[config.mk]
export PLATFORM = sky130hd
export DESIGN_NAME = data_mem_be_flat
export DESIGN_NICKNAME = d
export VERILOG_FILES = /design/src/rtl/dmem_pkg.sv /design/src/rtl/data_mem_be_if.sv /design/src/rtl/dmem_load_align.sv /design/src/rtl/data_mem_be.sv /design/src/flat_wrapper.sv
export SDC_FILE = /design/constraint.sdc
export NUM_CORES = 1
export LEC_CHECK = 0
export ABC_CLOCK_PERIOD_IN_PS = 5650
export CAP_MARGIN = 20
export CORE_UTILIZATION = 35
export CTS_CLUSTER_DIAMETER = 30
export CTS_CLUSTER_SIZE = 8
export DETAILED_ROUTE_END_ITERATION = 10
export HOLD_SLACK_MARGIN = 0.06
export PLACE_DENSITY_LB_ADDON = 0.3
export SLEW_MARGIN = 10
export SYNTH_ARGS = -nofsm -noshare
export SYNTH_HDL_FRONTEND = slang
export SYNTH_HIERARCHICAL = 1
export SYNTH_SLANG_ARGS = --single-unit
[constraint.sdc]
create_clock -name clk -period 5.65 [get_ports clk]
set_input_delay 0.565 -clock clk [delete_from_list [all_inputs] [get_ports clk]]
set_output_delay 0.565 -clock clk [all_outputs]
set_load 0.01 [all_outputs]
[src/rtl/dmem_pkg.sv]
// Shared definitions for the byte-enabled data memory: access size encodings,
// clear/ready FSM states and the store lane-enable helpers.
package dmem_pkg;

  localparam logic [1:0] SZ_BYTE = 2'b00;
  localparam logic [1:0] SZ_HALF = 2'b01;
  localparam logic [1:0] SZ_WORD = 2'b10;

  typedef enum logic {
    CLEAR = 1'b0,
    READY = 1'b1
  } dmem_state_e;

  // Byte-lane enables for a store; half uses addr[1] only and word ignores
  // the low address bits, so unaligned accesses land on the containing lanes.
  function automatic logic [3:0] lane_be(input logic [1:0] size, input logic [1:0] addr);
    logic [3:0] be;
    case (size)
      SZ_BYTE: be = 4'b0001 << addr;
      SZ_HALF: be = addr[1] ? 4'b1100 : 4'b0011;
      default: be = 4'b1111;
    endcase
    return be;
  endfunction

  // Replicates right-justified store data across all lanes so the byte
  // enables alone select what is written.
  function automatic logic [31:0] store_lanes(input logic [1:0] size, input logic [31:0] wd);
    logic [31:0] d;
    case (size)
      SZ_BYTE: d = {4{wd[7:0]}};
      SZ_HALF: d = {2{wd[15:0]}};
      default: d = wd;
    endcase
    return d;
  endfunction

endpackage

[src/rtl/data_mem_be_if.sv]
// Bus between the datapath (master) and the data memory (slave).
// Handshake: there is no valid/ready pair; mem_write is a one-cycle store
// request sampled at posedge, mem_read qualifies the combinational read_data,
// and busy=1 means the memory is clearing and will neither store nor load.
interface data_mem_be_if;
  logic [31:0] addr_in;
  logic [31:0] write_data;
  logic        mem_write;
  logic        mem_read;
  logic [1:0]  size;
  logic        sign_ext;
  logic [31:0] read_data;
  logic        busy;
  logic        misalign;

  modport master (
    output addr_in, write_data, mem_write, mem_read, size, sign_ext,
    input  read_data, busy, misalign
  );

  modport slave (
    input  addr_in, write_data, mem_write, mem_read, size, sign_ext,
    output read_data, busy, misalign
  );
endinterface

[src/rtl/dmem_load_align.sv]
// Load path: picks the addressed byte/half/word out of a stored word and
// sign- or zero-extends it to 32 bits. Purely combinational.
module dmem_load_align
  import dmem_pkg::*;
(
  input  logic [31:0] i_word,
  input  logic [1:0]  i_addr,
  input  logic [1:0]  i_size,
  input  logic        i_sign_ext,
  output logic [31:0] o_data
);

  logic [7:0]  w_byte;
  logic [15:0] w_half;

  assign w_byte = i_word[{i_addr, 3'b000} +: 8];
  assign w_half = i_addr[1] ? i_word[31:16] : i_word[15:0];

  // Extend the selected lane(s); word loads pass straight through.
  always_comb begin
    o_data = i_word;
    case (i_size)
      SZ_BYTE: o_data = {{24{i_sign_ext & w_byte[7]}}, w_byte};
      SZ_HALF: o_data = {{16{i_sign_ext & w_half[15]}}, w_half};
      default: o_data = i_word;
    endcase
  end

endmodule

[src/rtl/data_mem_be.sv]
// Byte-addressable data memory with byte/half/word loads and stores and a
// hardware clear sequencer that initialises every word after reset.
// Optional feature macro: DMEM_ALIGN_CHECK_EN (flags misaligned accesses,
// suppresses flagged stores and zeroes flagged loads).
module data_mem_be
  import dmem_pkg::*;
#(
  parameter int DEPTH_LOG2 = 5,
  parameter int INIT_MODE  = 1
) (
  input  logic          clk,
  input  logic          rst_n,
  data_mem_be_if.slave  bus,
  output dmem_state_e   o_dbg_state
);

  localparam int DEPTH = 1 << DEPTH_LOG2;

  logic [31:0]           r_mem [DEPTH];
  dmem_state_e           r_state;
  logic [DEPTH_LOG2-1:0] r_cnt;
  logic                  r_busy;

  logic [DEPTH_LOG2-1:0] w_idx;
  logic [31:0]           w_init;
  logic                  w_misalign;
  logic                  w_store;
  logic [3:0]            w_be;
  logic [31:0]           w_wdata;
  logic [31:0]           w_rword;
  logic [31:0]           w_load;
  logic [31-DEPTH_LOG2-2:0] w_unused_addr;

  // Upper address bits alias onto the array and are deliberately dropped.
  assign w_unused_addr = bus.addr_in[31:DEPTH_LOG2+2];
  assign w_idx         = bus.addr_in[DEPTH_LOG2+1:2];
  assign w_init        = (INIT_MODE != 0) ? 32'(r_cnt) : 32'd0;

`ifdef DMEM_ALIGN_CHECK_EN
  assign w_misalign = !r_busy && (bus.mem_read || bus.mem_write) &&
                      (((bus.size == SZ_HALF) && bus.addr_in[0]) ||
                       (bus.size[1] && (bus.addr_in[1:0] != 2'b00)));
`else
  assign w_misalign = 1'b0;
`endif

  assign w_store = (r_state == READY) && bus.mem_write && !w_misalign;
  assign w_be    = lane_be(bus.size, bus.addr_in[1:0]);
  assign w_wdata = store_lanes(bus.size, bus.write_data);

  // Clear sequencer: walk the counter over every word, then hold READY.
  always_ff @(posedge clk or negedge rst_n) begin
    if (!rst_n) begin
      r_state <= CLEAR;
      r_cnt   <= '0;
      r_busy  <= 1'b1;
    end else begin
      case (r_state)
        CLEAR: begin
          r_cnt <= r_cnt + 1'b1;
          if (&r_cnt) begin
            r_state <= READY;
            r_busy  <= 1'b0;
          end
        end
        READY: begin
          r_state <= READY;
          r_busy  <= 1'b0;
        end
        default: begin
          r_state <= CLEAR;
          r_cnt   <= '0;
          r_busy  <= 1'b1;
        end
      endcase
    end
  end

  // Storage: the clear value goes in while clearing, otherwise lane-merged stores.
  always_ff @(posedge clk) begin
    if (r_state == CLEAR) begin
      r_mem[r_cnt] <= w_init;
    end else if (w_store) begin
      for (int l = 0; l < 4; l++) begin
        if (w_be[l]) r_mem[w_idx][8*l +: 8] <= w_wdata[8*l +: 8];
      end
    end
  end

  assign w_rword = r_mem[w_idx];

  dmem_load_align u_load_align (
    .i_word     (w_rword),
    .i_addr     (bus.addr_in[1:0]),
    .i_size     (bus.size),
    .i_sign_ext (bus.sign_ext),
    .o_data     (w_load)
  );

  assign bus.read_data = (r_busy || !bus.mem_read || w_misalign) ? 32'd0 : w_load;
  assign bus.busy      = r_busy;
  assign bus.misalign  = w_misalign;
  assign o_dbg_state   = r_state;

endmodule

[src/flat_wrapper.sv]
// flat-port wrapper written by rule: the top's interface ports become plain ports
module data_mem_be_flat import dmem_pkg::*;
#(
  parameter int DEPTH_LOG2 = 5,
  parameter int INIT_MODE  = 1
)
  (clk, rst_n, o_dbg_state, bus_addr_in, bus_write_data, bus_mem_write, bus_mem_read, bus_size, bus_sign_ext, bus_read_data, bus_busy, bus_misalign);
  data_mem_be_if bus_i ();
  input  logic clk;
  input  logic rst_n;
  output dmem_state_e o_dbg_state;
  input wire logic [$bits(bus_i.addr_in)-1:0] bus_addr_in;
  input wire logic [$bits(bus_i.write_data)-1:0] bus_write_data;
  input wire logic [$bits(bus_i.mem_write)-1:0] bus_mem_write;
  input wire logic [$bits(bus_i.mem_read)-1:0] bus_mem_read;
  input wire logic [$bits(bus_i.size)-1:0] bus_size;
  input wire logic [$bits(bus_i.sign_ext)-1:0] bus_sign_ext;
  output wire logic [$bits(bus_i.read_data)-1:0] bus_read_data;
  output wire logic [$bits(bus_i.busy)-1:0] bus_busy;
  output wire logic [$bits(bus_i.misalign)-1:0] bus_misalign;
  assign bus_i.addr_in = bus_addr_in;
  assign bus_i.write_data = bus_write_data;
  assign bus_i.mem_write = bus_mem_write;
  assign bus_i.mem_read = bus_mem_read;
  assign bus_i.size = bus_size;
  assign bus_i.sign_ext = bus_sign_ext;
  assign bus_read_data = bus_i.read_data;
  assign bus_busy = bus_i.busy;
  assign bus_misalign = bus_i.misalign;
  data_mem_be #(.DEPTH_LOG2(DEPTH_LOG2), .INIT_MODE(INIT_MODE)) u_core (.clk(clk), .rst_n(rst_n), .bus(bus_i), .o_dbg_state(o_dbg_state));
endmodule
After elaboration in Yosys (flattened, before gate mapping):

Memory sizes are Yosys's and may differ from the RTL's.
Index checks and enable logic that the tools add are counted.

* bitwise operators: 3
* add/subtract/negate cells: 1
* shift-type cells: 2
* reductions and logical operators: 6
* equal/unequal tests: 2
* mux-type cells: 30

Operators by type and width (number)
* one-hot mux 32 bit (2 select lines): 2
* two-way mux 32 bit: 2
* OR reduction 32 bit: 1
* indexed part select 32 x 6 -> 8 bit: 1
* two-way mux 1 bit: 19
* two-way mux 16 bit: 1
* two-way mux 4 bit: 2
* one-hot mux 4 bit (2 select lines): 1
* adder 5 x 1 -> 5 bit, second input constant: 1
* two-way mux 5 bit: 1
* AND reduction 5 bit: 1
* one-hot mux 1 bit (2 select lines): 2
* << shifter 1 x 2 -> 4 bit, first input constant: 1
* bitwise AND 1 bit: 2
* == test 2 x 1 -> 1 bit, second input constant: 1
* zero test 2 bit: 1
* inequality test 2 x 1 -> 1 bit, second input constant: 1
* logical AND 1 bit: 1
* zero test 1 bit: 1
* logical OR 1 bit: 1
* inverter 1 bit: 1

* memories kept: 1
* bits of input ports: 71
* bits in registers: 7
* output and inout port bits: 35
* bits in writable memories: 1024
* logic and storage cells: 48

Memories
* u_core.r_mem: depth 32, bits a word 32, rd ports 1, clocked after Yosys merged registers in 0, wr ports 1, RTL line data_mem_be.sv:19 `logic [31:0] r_mem [DEPTH];`

Logic depth before layout (Yosys ltp):

* word-level depth: 8
* mapped depth: 14
* gate-level depth less buffers: 10

Cells and area by module:

Netlist, hierarchy kept.

By module, submodules not included
* data_mem_be: instances 1, cells each 2560, seq. area each 30925.9 um2, area an instance 41752.5 um2
* dmem_load_align: instances 1, cells each 133, seq. area each 0.0 um2, area an instance 681.9 um2

Worst setup path before layout:

Ideal clock, no wire load.

* kind: input-to-output
* start: in bus_addr_in[2]
* end: out bus_read_data[10]
* cell stages on the path: 12
* data required time: 5.085 ns
* buffers on the path: 4
* setup slack: 2.287 ns
* arrival time: 2.798 ns
* path through: buf_2 buf_6 buf_6 buf_4 mux2i_1 a21oi_1 a31oi_1 nand3_1 mux4_2 nor3b_4 a221o_1 and2_1

* word-level cells in the longest chain between the ends: 5
* elaborated cells on any way between the ends: 6
* those cells by class: 1 x shift; 3 x mux; 1 x bitwise; 1 x memory

RTL lines
* start: declaration: RTL line flat_wrapper.sv:12 `input wire logic [$bits(bus_i.addr_in)-1:0] bus_addr_in;`
* memory (32 x 32 bit)
* net u_core.w_rword[15]: RTL line data_mem_be.sv:30 `logic [31:0] w_rword;`
* indexed part select 32 x 6 -> 8 bit: RTL line dmem_load_align.sv:16 `assign w_byte = i_word[{i_addr, 3'b000} +: 8];`
* bitwise AND 1 bit: RTL line dmem_load_align.sv:23 `SZ_BYTE: o_data = {{24{i_sign_ext & w_byte[7]}}, w_byte};`
* one-hot mux 32 bit (2 select lines): RTL line dmem_load_align.sv:22 `case (i_size)`
* net u_core.w_load[10]: RTL line data_mem_be.sv:31 `logic [31:0] w_load;`
* two-way mux 32 bit: RTL line data_mem_be.sv:100 `assign bus.read_data = (r_busy || !bus.mem_read || w_misalign) ? 32'd0 : w_load;`
* end: declaration: RTL line flat_wrapper.sv:18 `output wire logic [$bits(bus_i.read_data)-1:0] bus_read_data;`

The timed path passes the listed nets, and every way through them passes these cells.

Final worst setup path:

* start: in bus_addr_in[4]
* end: out bus_read_data[10]

The elaborated chain is that of the path after synthesis.

==> run_results.csv <==
group,metric,value,unit
run_status,outcome,"finished, final reports clean",
synth,ys.flop_type,"edfxtp_1",
global_routing,antenna_found_initial,9,
timing,max_freq,191.2,MHz
setup_path,max_stage_delay,0.84,ns
timing,final-max-slew-violation-count,0,
detailed_routing,viasPerCell,5.267,
synth,synth_most_common_cell,"edfxtp_1",
setup_path,path_common_cell,"clkdlybuf4s50_1",
cts,clk_pin_slew,0.05,ns
pwr,total_power,20.30,mW
placed_design,place_congestion,0.8383,
cts,root_buffer,"clkbuf_16",
cts,clk_path_buf_depth,3,
global_routing,grt_max_degree,61,
cts,worst_skew_pair.late_latency,0.78,ns
floorplanning,core_area,0.1201,mm2
setup_path,worstPathCellList,"clkdlybuf4s50_1, and2_4, buf_12, a22o_1, nor3_1, a31oi_1, nand3_1, mux4_2, nor3b_4, a221o_1, and2_1, clkdlybuf4s50_1",
setup_path,slowest_stage,"clkdlybuf4s50_1",
synth,ys_seq_area_share,72.88,%
timing,fin_crit_sh,92.58,%
floorplanning,start_util,35.32,%
job,timing.max_cap.violations,0,
setup_path,r2r.worst_path.cells,5,
cts,cts_setup_buffers,0,
setup_path,path_class,"in2out",
pwr,powerDensity,395.1,mW/mm2
setup_path,cp.required,5.09,ns
synth,syn_area_per_cell,15.76,um2
setup_path,arrival,4.67,ns
setup_path,r2r-end,"u_core/r_mem[22][0]$_DFFE_PP_",
cts,cts-htree-levels,4,
cts,numCtsBuffers,193,
cts,cts_sinks,1031,
timing,hold_viol,0,
setup_path,worst-r2r-setup-slack,2.30,ns
layout,area_growth,21.11,%
setup_path,endpoint_kind,"output pin",
floorplanning,die_y,350.2,um
floorplanning,dieArea,0.1226,mm2
synth,netlist_instances,2693,
detailed_routing,wl_per_cell,24.70,um
synth,ys_ff_latch,1031,
synth,synth.distinct_cells,47,
detailed_routing,dr_total_vias,24527,
synth,synth_edf_count,1024,
timing,relSlewSlack,27.72,%
global_routing,grt_pass1_vias,23543,
global_routing,grt_first_pass_wirelength,163100,um
detailed_routing,drtAntennaViolNets,0,
pwr,irDropWorstVdd,273.3,uV
synth,syn-num-nets,2766,
timing,rsz0062_at_grt,"no",
min_path,min-delay-path-class,"in2async",
timing,finalSetupViolCount,0,
setup_path,crit_buf_inv,3,
detailed_routing,routed_wl,115000,um
global_routing,track_usage,18.55,%
synth,synth.cells.most_frequent,"edfxtp_1 (1024), mux2i_1 (531), nand2_1 (209)",
cts,cts_resized,0,
layout,nets,2965,
floorplanning,die_x,350.2,um
setup_path,cp_max_fo,48,
timing,finalSetupTns,0,ns
setup_path,cp-start-kind,"primary input",
cts,cts_tree,"built",
placed_design,portBuffers,79,
floorplanning,num_io_pins,106,
synth,async_reset_ff_share,0.6790,%
floorplanning,num_rows,127,
setup_path,path_delay_family,"buffers and inverters",
setup_path,crit_start,"bus_addr_in[4]",
synth,yosys_warnings,6,
timing,worst_pin_slew,1.080,ns
detailed_routing,drcViolationCount,0,
cts,hold_buffers,0,
synth,synth_top_area_share,72.46,%
pwr,cellLeakagePower,19.44,nW
layout,drive_gt1_share,13.84,%
detailed_routing,drt_iter0_markers,2609,
setup_path,path_depth,12,
setup_path,crit-reg2reg-launch,"u_core/o_dbg_state$_DFF_PN0_",
synth,synthTopCellsByArea,"edfxtp_1 (72%), mux2i_1 (13%), nand2_1 (1.8%)",
detailed_routing,firstDrtPassIters,5,
placed_design,post-dp-hpwl,72070,um
timing,fin_skew,0.04390,ns
synth,synth_area,0.04243,mm2
synth,yosys.area.top_type,"edfxtp_1",
setup_path,setup.worst_path.end,"bus_read_data[10]",
timing,post-route-min-period,5.231,ns
global_routing,gr-total-overflow,0,
==> power breakdown <==
part / switching [mW] / internal [mW]
clock: 3.65 / 7.02
combinational: 0.790 / 0.370
sequential: 0.00204 / 8.48
total: 4.44 / 15.9
==> area by class of cell <==
cell class	count	area [um2]
Clock inverter	120	1096
Inverter	6	22.52
Tap cell	1612	2017
Fill cell	10713	68740
Antenna cell	4	10.01
Timing Repair Buffer	173	1682
Multi-Input combinational cell	1487	10600
Sequential cell	1031	30930
Clock buffer	224	5040
==> worst min-delay path by stage <==
stage / to / cells past startpoint / start
6_report: u_core/o_dbg_state$_DFF_PN0_ / 1 / rst_n
5_1_grt: u_core/o_dbg_state$_DFF_PN0_ / 1 / rst_n
4_1_cts: u_core/o_dbg_state$_DFF_PN0_ / 1 / rst_n
3_5_place_dp: u_core/bus.busy$_DFFE_PN1P_ / 2 / u_core/bus.busy$_DFFE_PN1P_
3_3_place_gp: u_core/bus.busy$_DFFE_PN1P_ / 2 / u_core/bus.busy$_DFFE_PN1P_
2_1_floorplan: u_core/o_dbg_state$_DFF_PN0_ / 0 / rst_n
==> placed cells by master, fill, tap and decap left out, drive strengths merged, types with 14 or more instances in the layout <==
cell type	instances
nand2b	14
a22oi	103
and2	35
a22o	64
edfxtp	1024
clkinv	94
clkdlybuf4s50	76
bufinv	16
mux2i	531
nor2	172
a31oi	36
buf	97
nand3	98
nor3	37
nand2	210
clkbuf	224
o21ai	21
a21oi	116
==> state kept, by name, indices dropped and copies added (netlist names) <==
name,count
u_core/r_mem,1024
u_core/r_cnt,5
u_core/bus.busy,1
u_core/o_dbg_state,1
==> kinds of logic after synthesis <==
family,synth area share (%)
and+or+nand+nor,6.098
other,0.008837
adders and majority gates,0.05896
DFF,72.88
AOI/OAI and AO/OA,5.608
buffers and inverters,2.468
xor gates and xnor gates,0.06193
muxes,12.82
==> metrics by stage <==
stage               setup slack (ns)  std cells  util [%]  hold WS, ns  cell area [um2]
floorplan                      2.287       2693         -       0.2694            42430
detailed placement            0.5128       4306     37.62       0.4579            45200
CTS                           0.5037       4650     42.73       0.1007            51330
global placement              0.5048       4306     37.62       0.4563            45200
global route                  0.3227       4653     42.77       0.1313            51380
finish                        0.4191       4657     42.78       0.1438            51390
==> per-layer routing <==
metal  routed length [um]  global-route usage, %  vias to the layer above
met5                   18                      0                        -
met4                 2872                  6.463                        4
met3                10980                  4.952                      178
met2                50930                  27.33                     1008
met1                50240                  26.29                    12482
li1                     -                      -                    10855
Note: power is estimated with default switching activity, not from simulation.
